$ cat src/rtl/ccd_seq_pkg.sv
// Shared state encoding and default sizing for the CCD row sequencer.
package ccd_seq_pkg;

    localparam int DEF_ROW_W          = 12;
    localparam int DEF_GAP_W          = 8;
    localparam int DEF_TIMEOUT_CYCLES = 64;
    // Cycles the three-phase clock generator needs to finish one row shift.
    localparam int CLK_GEN_CYCLES     = 53;

    typedef enum logic [2:0] {
        IDLE,
        ISSUE,
        WAIT_DONE,
        GAP,
        DRAIN
    } seq_state_t;

endpackage

$ cat src/rtl/ccd_row_sequencer_if.sv
// Enable/completion link between the row sequencer and the CCD clock generator.
interface ccd_row_sequencer_if;

    logic shift_en;
    logic shift_done;

    modport master (output shift_en, input shift_done);
    modport slave  (input shift_en, output shift_done);

endinterface

$ cat src/rtl/seq_delay_counter.sv
// Loadable down-counter that stops at zero; used for inter-row gaps and the shift watchdog.
module seq_delay_counter #(
    parameter int W = 8
) (
    input  logic         clk_in,
    input  logic         rst_n,
    input  logic         load,
    input  logic         dec,
    input  logic [W-1:0] load_val,
    output logic         zero
);

    logic [W-1:0] count;

    always_ff @(posedge clk_in or negedge rst_n) begin
        if (!rst_n) begin
            count <= '0;
        end else if (load) begin
            count <= load_val;
        end else if (dec && (count != '0)) begin
            count <= count - 1'b1;
        end
    end

    assign zero = (count == '0);

endmodule

$ cat src/rtl/ccd_row_sequencer.sv
// Issues one clock-generator shift per CCD row with a programmable gap and counts completions.
// Optional shift watchdog and sticky timeout_err enabled by defining SHIFT_TIMEOUT_EN.
module ccd_row_sequencer
    import ccd_seq_pkg::*;
#(
    parameter int ROW_W = DEF_ROW_W,
    parameter int GAP_W = DEF_GAP_W
`ifdef SHIFT_TIMEOUT_EN
    ,
    parameter int TIMEOUT_CYCLES = DEF_TIMEOUT_CYCLES
`endif
) (
    input  logic                clk_in,
    input  logic                rst_n,
    input  logic                start,
    input  logic [ROW_W-1:0]    num_rows,
    input  logic [GAP_W-1:0]    gap_cycles,
    input  logic                abort,
    ccd_row_sequencer_if.master clkgen,
    output logic                busy,
    output logic [ROW_W-1:0]    row_count,
    output logic                frame_done,
    output logic                timeout_err
);

    seq_state_t        state_q;
    seq_state_t        state_d;
    logic              done_q;
    logic              done_rise;
    logic [ROW_W-1:0]  rows_q;
    logic [GAP_W-1:0]  gap_q;
    logic              accept;
    logic              count_row;
    logic              frame_done_d;
    logic              gap_load;
    logic              gap_zero;
    logic              wd_expired;

    // A completion flag that is already high is a stale level, not a new finish.
    assign done_rise = clkgen.shift_done & ~done_q;

    always_comb begin
        state_d      = state_q;
        accept       = 1'b0;
        count_row    = 1'b0;
        frame_done_d = 1'b0;
        gap_load     = 1'b0;
        case (state_q)
            IDLE: begin
                if (start) begin
                    if (num_rows != '0) begin
                        accept  = 1'b1;
                        state_d = ISSUE;
                    end else begin
                        frame_done_d = 1'b1;
                    end
                end
            end
            ISSUE: begin
                state_d = abort ? DRAIN : WAIT_DONE;
            end
            WAIT_DONE: begin
                if (done_rise) begin
                    count_row = 1'b1;
                    if (abort) begin
                        state_d = IDLE;
                    end else if ((row_count + 1'b1) == rows_q) begin
                        frame_done_d = 1'b1;
                        state_d      = IDLE;
                    end else if (gap_q == '0) begin
                        state_d = ISSUE;
                    end else begin
                        gap_load = 1'b1;
                        state_d  = GAP;
                    end
                end else if (wd_expired) begin
                    state_d = IDLE;
                end else if (abort) begin
                    state_d = DRAIN;
                end
            end
            GAP: begin
                if (abort) begin
                    state_d = IDLE;
                end else if (gap_zero) begin
                    state_d = ISSUE;
                end
            end
            DRAIN: begin
                // The in-flight shift still completes a row, so it is counted.
                if (done_rise) begin
                    count_row = 1'b1;
                    state_d   = IDLE;
                end else if (wd_expired) begin
                    state_d = IDLE;
                end
            end
            default: state_d = IDLE;
        endcase
    end

    always_ff @(posedge clk_in or negedge rst_n) begin
        if (!rst_n) begin
            state_q    <= IDLE;
            done_q     <= 1'b0;
            frame_done <= 1'b0;
            row_count  <= '0;
        end else begin
            state_q    <= state_d;
            done_q     <= clkgen.shift_done;
            frame_done <= frame_done_d;
            if (accept) begin
                row_count <= '0;
            end else if (count_row) begin
                row_count <= row_count + 1'b1;
            end
        end
    end

    // Frame parameters are datapath values captured only when a frame is accepted.
    always_ff @(posedge clk_in) begin
        if (accept) begin
            rows_q <= num_rows;
            gap_q  <= gap_cycles;
        end
    end

    // Loading gap-1 makes GAP last exactly gap_cycles cycles before ISSUE.
    seq_delay_counter #(.W(GAP_W)) u_gap_counter (
        .clk_in   (clk_in),
        .rst_n    (rst_n),
        .load     (gap_load),
        .dec      (state_q == GAP),
        .load_val (gap_q - 1'b1),
        .zero     (gap_zero)
    );

`ifdef SHIFT_TIMEOUT_EN
    localparam int WD_W = $clog2(TIMEOUT_CYCLES + 1);

    logic wd_active;
    logic wd_load;
    logic wd_zero;

    assign wd_active = (state_q == WAIT_DONE) || (state_q == DRAIN);
    assign wd_load   = ((state_d == WAIT_DONE) || (state_d == DRAIN)) && (state_d != state_q);

    seq_delay_counter #(.W(WD_W)) u_watchdog (
        .clk_in   (clk_in),
        .rst_n    (rst_n),
        .load     (wd_load),
        .dec      (wd_active),
        .load_val (WD_W'(TIMEOUT_CYCLES - 1)),
        .zero     (wd_zero)
    );

    assign wd_expired = wd_active & wd_zero;

    always_ff @(posedge clk_in or negedge rst_n) begin
        if (!rst_n) begin
            timeout_err <= 1'b0;
        end else if (accept) begin
            timeout_err <= 1'b0;
        end else if (wd_expired && !done_rise) begin
            timeout_err <= 1'b1;
        end
    end
`else
    assign wd_expired  = 1'b0;
    assign timeout_err = 1'b0;
`endif

    assign clkgen.shift_en = (state_q == ISSUE);
    assign busy            = (state_q != IDLE);

endmodule

$ cat src/flat_wrapper.sv
// flat-port wrapper written by rule: the top's interface ports become plain ports
module ccd_row_sequencer_flat import ccd_seq_pkg::*;
#(
    parameter int ROW_W = DEF_ROW_W,
    parameter int GAP_W = DEF_GAP_W

)
  (clk_in, rst_n, start, num_rows, gap_cycles, abort, busy, row_count, frame_done, timeout_err, clkgen_shift_en, clkgen_shift_done);
  ccd_row_sequencer_if clkgen_i ();
  input  logic clk_in;
  input  logic rst_n;
  input  logic start;
  input  logic [ROW_W-1:0] num_rows;
  input  logic [GAP_W-1:0] gap_cycles;
  input  logic abort;
  output logic busy;
  output logic [ROW_W-1:0] row_count;
  output logic frame_done;
  output logic timeout_err;
  output wire logic [$bits(clkgen_i.shift_en)-1:0] clkgen_shift_en;
  input wire logic [$bits(clkgen_i.shift_done)-1:0] clkgen_shift_done;
  assign clkgen_shift_en = clkgen_i.shift_en;
  assign clkgen_i.shift_done = clkgen_shift_done;
  ccd_row_sequencer #(.ROW_W(ROW_W), .GAP_W(GAP_W)) u_core (.clk_in(clk_in), .rst_n(rst_n), .start(start), .num_rows(num_rows), .gap_cycles(gap_cycles), .abort(abort), .clkgen(clkgen_i), .busy(busy), .row_count(row_count), .frame_done(frame_done), .timeout_err(timeout_err));
endmodule
$ cat config.mk
export PLATFORM = sky130hd
export DESIGN_NAME = ccd_row_sequencer_flat
export DESIGN_NICKNAME = d
export VERILOG_FILES = /design/src/rtl/ccd_seq_pkg.sv /design/src/rtl/ccd_row_sequencer_if.sv /design/src/rtl/seq_delay_counter.sv /design/src/rtl/ccd_row_sequencer.sv /design/src/flat_wrapper.sv
export SDC_FILE = /design/constraint.sdc
export NUM_CORES = 1
export LEC_CHECK = 0
export BUFFER_PORTS_ARGS = -buffer_cell sky130_fd_sc_hd__clkbuf_2
export CAP_MARGIN = 20
export CORE_MARGIN = 10
export CORE_UTILIZATION = 44
export DETAILED_ROUTE_END_ITERATION = 16
export GPL_TIMING_DRIVEN = 0
export HOLD_SLACK_MARGIN = 0.03
export PLACE_DENSITY = 0.68
export SKIP_CTS_REPAIR_TIMING = 1
export SLEW_MARGIN = 20
export SYNTH_ARGS = -nofsm -noshare
export SYNTH_HDL_FRONTEND = slang
export SYNTH_SLANG_ARGS = --single-unit
export TNS_END_PERCENT = 100
$ cat constraint.sdc
create_clock -name clk_in -period 6.8 [get_ports clk_in]
set_input_delay 1.02 -clock clk_in [delete_from_list [all_inputs] [get_ports clk_in]]
set_output_delay 1.02 -clock clk_in [all_outputs]
set_load 0.02 [all_outputs]
After elaboration in Yosys (flattened, before gate mapping)
Index checks and enable logic that the tools add are counted.
{"block": "totals", "reg_bits": 45, "input_bits": 25, "out_inout_bits": 16, "elab_cells": 65}
{"block": "classes", "n_addsub": 3, "n_eq_ne": 10, "muxes": 32, "bitwise_logic": 2, "n_reduce_logical": 11}
{"cell": "two-way mux 3 bit", "n": 10}
{"cell": "two-way mux 12 bit", "n": 2}
{"cell": "logical NOT 8 bit", "n": 2}
{"cell": "two-way mux 8 bit", "n": 2}
{"cell": "subtractor 8 x 1 -> 8 bit, second input constant", "n": 2}
{"cell": "two-way mux 1 bit", "n": 15}
{"cell": "case mux 3 bit (5 select lines)", "n": 1}
{"cell": "adder 12 x 1 -> 12 bit, second input constant", "n": 1}
{"cell": "== test 12 bit", "n": 1}
{"cell": "nonzero test 12 bit", "n": 1}
{"cell": "nonzero test 8 bit", "n": 1}
{"cell": "== test 3 x 2 -> 1 bit, second input constant", "n": 2}
{"cell": "inequality test 3 x 2 -> 1 bit, second input constant", "n": 2}
{"cell": "AND reduction 5 bit", "n": 1}
{"cell": "inequality test 2 x 1 -> 1 bit, second input constant", "n": 2}
{"cell": "nonzero test 2 bit", "n": 2}
{"cell": "== test 3 x 1 -> 1 bit, second input constant", "n": 1}
{"cell": "== test 3 bit, second input constant", "n": 1}
{"cell": "logical NOT 3 bit", "n": 1}
{"cell": "nonzero test 3 bit", "n": 1}
{"cell": "two-way mux 2 bit", "n": 1}
{"cell": "inequality test 2 bit, second input constant", "n": 1}
{"cell": "case mux 1 bit (2 select lines)", "n": 1}
{"cell": "OR reduction 2 bit", "n": 1}
{"cell": "3 further kinds", "n": 3}

Longest topological paths before layout
{"block": "depth", "word_depth": 7, "ltp_mapped": 15, "depth_no_buf": 14}

By module
A second synthesis with hierarchy kept.
{"block": "hier_totals", "cells_unflattened": 253, "area_unflattened_um2": 2587.5}
{"module": "ccd_row_sequencer", "instances": 1, "cells_each": 195, "area_per_inst_um2": 2059.5, "seq_area_each_um2": 1026.0}
{"module": "seq_delay_counter", "instances": 1, "cells_each": 58, "area_per_inst_um2": 528.0, "seq_area_each_um2": 200.2}

Worst setup path before layout
Ideal clock, no wire load.
{"block": "synth_path", "path_kind": "register to register", "start": "register u_core.row_count[0]", "end": "register u_core.u_gap_counter.count[6]", "arrival_time_ps": 3368, "required_time_ps": 6706, "slack_ps": 3338, "stages_incl_launch_ff": 15, "n_path_buf": 1, "synth_period_minus_slack_ps": 3462, "cell_sequence": "dfrtp_1 > ha_1 > nand2_1 > a2111oi_0 > nor3_1 > a2111oi_4 > nand4b_2 > and2_2 > clkbuf_1 > mux2i_1 > ha_1 > inv_1 > a221o_1 > o221a_1 > a211oi_1"}
{"block": "synth_via", "elab_chain_len": 7, "elab_cells_between_ends": 8}
{"element": "from (decl)", "line": "ccd_row_sequencer.sv:21", "rtl": "output logic [ROW_W-1:0] row_count,"}
{"element": "from (signal assigned)", "line": "ccd_row_sequencer.sv:115", "rtl": "row_count <= row_count + 1'b1;"}
{"element": "adder 12 x 1 -> 12 bit (*)", "line": "ccd_row_sequencer.sv:67", "rtl": "end else if ((row_count + 1'b1) == rows_q) begin"}
{"element": "== test 12 bit (*)", "line": "ccd_row_sequencer.sv:67"}
{"element": "two-way mux 1 bit (*)", "line": "ccd_row_sequencer.sv:67"}
{"element": "two-way mux 1 bit (*)", "line": "ccd_row_sequencer.sv:65", "rtl": "if (abort) begin"}
{"element": "two-way mux 1 bit (*)", "line": "ccd_row_sequencer.sv:63", "rtl": "if (done_rise) begin"}
{"element": "two-way mux 1 bit (*)", "line": "ccd_row_sequencer.sv:48", "rtl": "case (state_q)"}
{"element": "two-way mux 8 bit or nonzero test 2 bit (tied branches)"}
{"element": "to (signal assigned)", "line": "seq_delay_counter.sv:19", "rtl": "count <= load_val;"}
{"element": "to (signal assigned)", "line": "seq_delay_counter.sv:21", "rtl": "count <= count - 1'b1;"}
{"element": "to (decl)", "line": "seq_delay_counter.sv:13", "rtl": "logic [W-1:0] count;"}
Mark *: on every way between the ends. The rest lies on a longest branch, timed or not.
A chain may end at the register's enable or synchronous reset.

Worst setup path in the final report
Same ends and word-level chain as after synthesis.

==> results.py <==
metrics = {
    "detailed_routing": {
        "drcViolationCount": 0,
        "wl_per_cell_um": 14.17,
        "detail_route.wirelength_mm": 5.201,
        "drt_iter0_drc": 61,
        "vias": 1912,
        "vias_per_cell": 5.210,
        "drtAntennaViolNets": 0,
        "dr.pass1.iters": 4,
    },
    "yosys": {
        "synthesis.area_mm2": 0.002492,
        "syn_inst": 248,
        "syn-num-nets": 275,
        "async_flop_share_pct": 55.56,
        "avgSynthCellArea_um2": 10.05,
        "synth_seq_cells": 45,
        "synth_edf_count": 20,
        "synth_top_area_cell": "dfrtp_1",
        "yosysSeqAreaShare_pct": 49.20,
        "yosysTopAreaCellShare_pct": 25.10,
        "ys_top_cells_by_area": "dfrtp_1, edfxtp_1, xnor2_1, xor2_1, nor2_1",
        "ys_types": 48,
        "ys_warn_count": 0,
        "synthFlopType": "dfrtp_1",
    },
    "clocking": {
        "clkSinkCount": 45,
        "path_clk_slew_ps": 90,
        "cts_tree": "yes",
        "root_buffer": "clkbuf_8",
        "clock_path_buffers": 2,
        "cts_buffers": 5,
        "clk_latency_ps": 290,
        "h-tree-depth": 2,
    },
    "cells_and_area": {
        "sequential_cell_area_mm2": 0.001226,
        "fill_cells": 507,
        "final_common_cell": "clkbuf_2",
        "drive_gt1_share_pct": 20.00,
        "fin_nets": 321,
        "syn_to_final_growth_pct": 15.96,
        "diodes": 0,
        "final_cell_mix": "clkbuf_2, nor2_1, dfrtp_1",
        "multi_input_area_mm2": 0.001169,
    },
    "worst_setup_path": {
        "required_ps": 6960,
        "crit_type": "reg2reg",
        "cp.arrival_ps": 3970,
        "cp_max_fo": 9,
        "start_kind": "flop",
        "setup.worst_path.end_class": "flop",
    },
    "die": {
        "die_h_um": 95.27,
        "num_rows": 27,
        "core_mm2": 0.005507,
        "io-pin-count": 41,
        "die_area_mm2": 0.009075,
        "die_x_um": 95.27,
        "initial_core_util_pct": 45.26,
    },
    "sta": {
        "fmax_mhz": 262.8,
        "fin_setup_tns_ps": 0,
        "final.period_utilization_pct": 55.96,
        "finalMaxSlewViolations": 0,
        "worstMarginPinSlew_ps": 943.6,
        "slew_headroom_pct": 36.61,
        "holdWs_ps": 529.8,
        "skew_ps": 9.870,
        "setup_viol": 0,
        "hold_viol": 0,
        "rsz0062_at_grt": "no",
        "fin_crit_ps": 3805,
    },
    "placement": {
        "place_congestion": 0.8266,
        "numPortBuffers": 39,
        "place_hpwl_mm": 4.017,
    },
    "grt": {
        "grt_antenna_before_repair": 0,
        "gr-total-overflow": 0,
        "grt_pass1_wl_mm": 8.921,
        "grt_max_degree": 30,
        "grt_use_total_pct": 12.23,
        "grt_pass1_vias": 1996,
    },
    "power_and_ir_drop": {
        "peakVddDrop_mv": 0.1933,
        "powerDensity_mw_per_mm2": 300.7,
        "p_leak_nw": 1.168,
    },
    "run_status": {
        "status": "completed",
    },
    "run": {
        "drv_cap": 0,
    },
    "hold_path": {
        "worstHoldPathType": "reg2reg",
    },
}
-- layer usage --
metal | part of all wire (%) | wire [µm] | up-vias | GRT usage [%]
li1 | - | - | 965 | -
met1 | 40 | 2092 | 891 | 13.03
met2 | 53 | 2772 | 50 | 22.61
met3 | 5.2 | 272 | 6 | 3.378
met4 | 1.2 | 63 | 0 | 4.115
met5 | 0 | 0 | - | 0
-- state kept, by name (all words and copies together) (netlist names) --
name,cells
u_core.done_q,1
u_core.frame_done,1
u_core.gap_q,8
u_core.row_count,12
u_core.rows_q,12
u_core.state_q,3
u_core.u_gap_counter.count,8
-- path summary, 6_finish.rpt --
kind	start	slack [ps]	end	cells past startpoint
setup / recovery	u_core.row_count[0]	2990	u_core.u_gap_counter.count[6]	14
hold / removal	u_core.gap_q[0]	530	u_core.u_gap_counter.count[0]	1
setup reg to reg	u_core.row_count[0]	2990	u_core.u_gap_counter.count[6]	14
hold reg to reg	u_core.gap_q[0]	530	u_core.u_gap_counter.count[0]	1
max in group asynchronous	rst_n	5620	u_core.frame_done	1
min in group asynchronous	rst_n	750	u_core.u_gap_counter.count[7]	1
-- cells by family (layout without fill, tap and decap cells) --
logic type      count (synthesis)  count (layout)  share of synthesized area, %
simple gates                  102             102                         21.03
flops                          45              45                         49.20
compound gates                 38              38                         10.69
xor+xnor                       33              33                         11.60
buf+inv                        21              68                         3.916
mux                             5               5                         2.008
fa+ha+maj                       3               3                         1.405
other cells                     1               1                        0.1505
-- per-stage QoR --
step | utilization, % | setup slack, ps | power, mW | instances | cell area [µm²]
after floorplan | - | 3338 | 0.6037 | 248 | 2492
after global placement | 50.44 | 3110 | 0.6687 | 359 | 2778
after detailed placement | 50.47 | 3036 | 0.6775 | 359 | 2779
after CTS | 52.49 | 3035 | 0.8800 | 367 | 2890
after global routing | 52.49 | 2722 | 0.9350 | 367 | 2890
final | 52.49 | 2995 | 0.8692 | 367 | 2890
-- cell type report --
cell class,count,area share [%]
well taps,72,3.117
multi-input cells,182,40.43
repair buffers,39,6.753
inverters,9,1.169
clock buffers,6,2.511
flip-flops and latches,45,42.42
plain buffers,12,2.251
clock inverters,2,1.342
-- synth_stat cells, types with 2 or more instances --
| cell type | number |
|---|---|
| a21oi_1 | 8 |
| a31oi_1 | 4 |
| buf_4 | 5 |
| clkbuf_1 | 7 |
| dfrtp_1 | 25 |
| edfxtp_1 | 20 |
| ha_1 | 2 |
| inv_1 | 9 |
| mux2i_1 | 5 |
| nand2_1 | 21 |
| nand2b_1 | 5 |
| nand3_1 | 7 |
| nor2_1 | 28 |
| nor2b_1 | 3 |
| nor3_1 | 14 |
| nor3b_1 | 3 |
| nor4_1 | 5 |
| o21ai_0 | 7 |
| o21ai_1 | 3 |
| o22ai_1 | 3 |
| or3_1 | 6 |
| xnor2_1 | 18 |
| xor2_1 | 15 |
-- critical path, cell delays in order (launching register included) --
cell and delay (ps):
dfrtp_1 460, ha_1 300, nand2_1 140, a2111oi_0 450
nor3_1 150, a2111oi_4 310, nand4b_2 220, and2_2 240
clkbuf_1 220, mux2i_1 210, ha_1 220, inv_1 70
a221o_1 290, o31ai_1 270, a211oi_1 110
-- report_power, final --
part / total [mW] / internal, mW / switching [mW]
clock: 0.200 / 0.110 / 0.0900
combinational: 0.271 / 0.112 / 0.159
sequential: 0.398 / 0.353 / 0.0449
(Power assumes the default switching activity.)
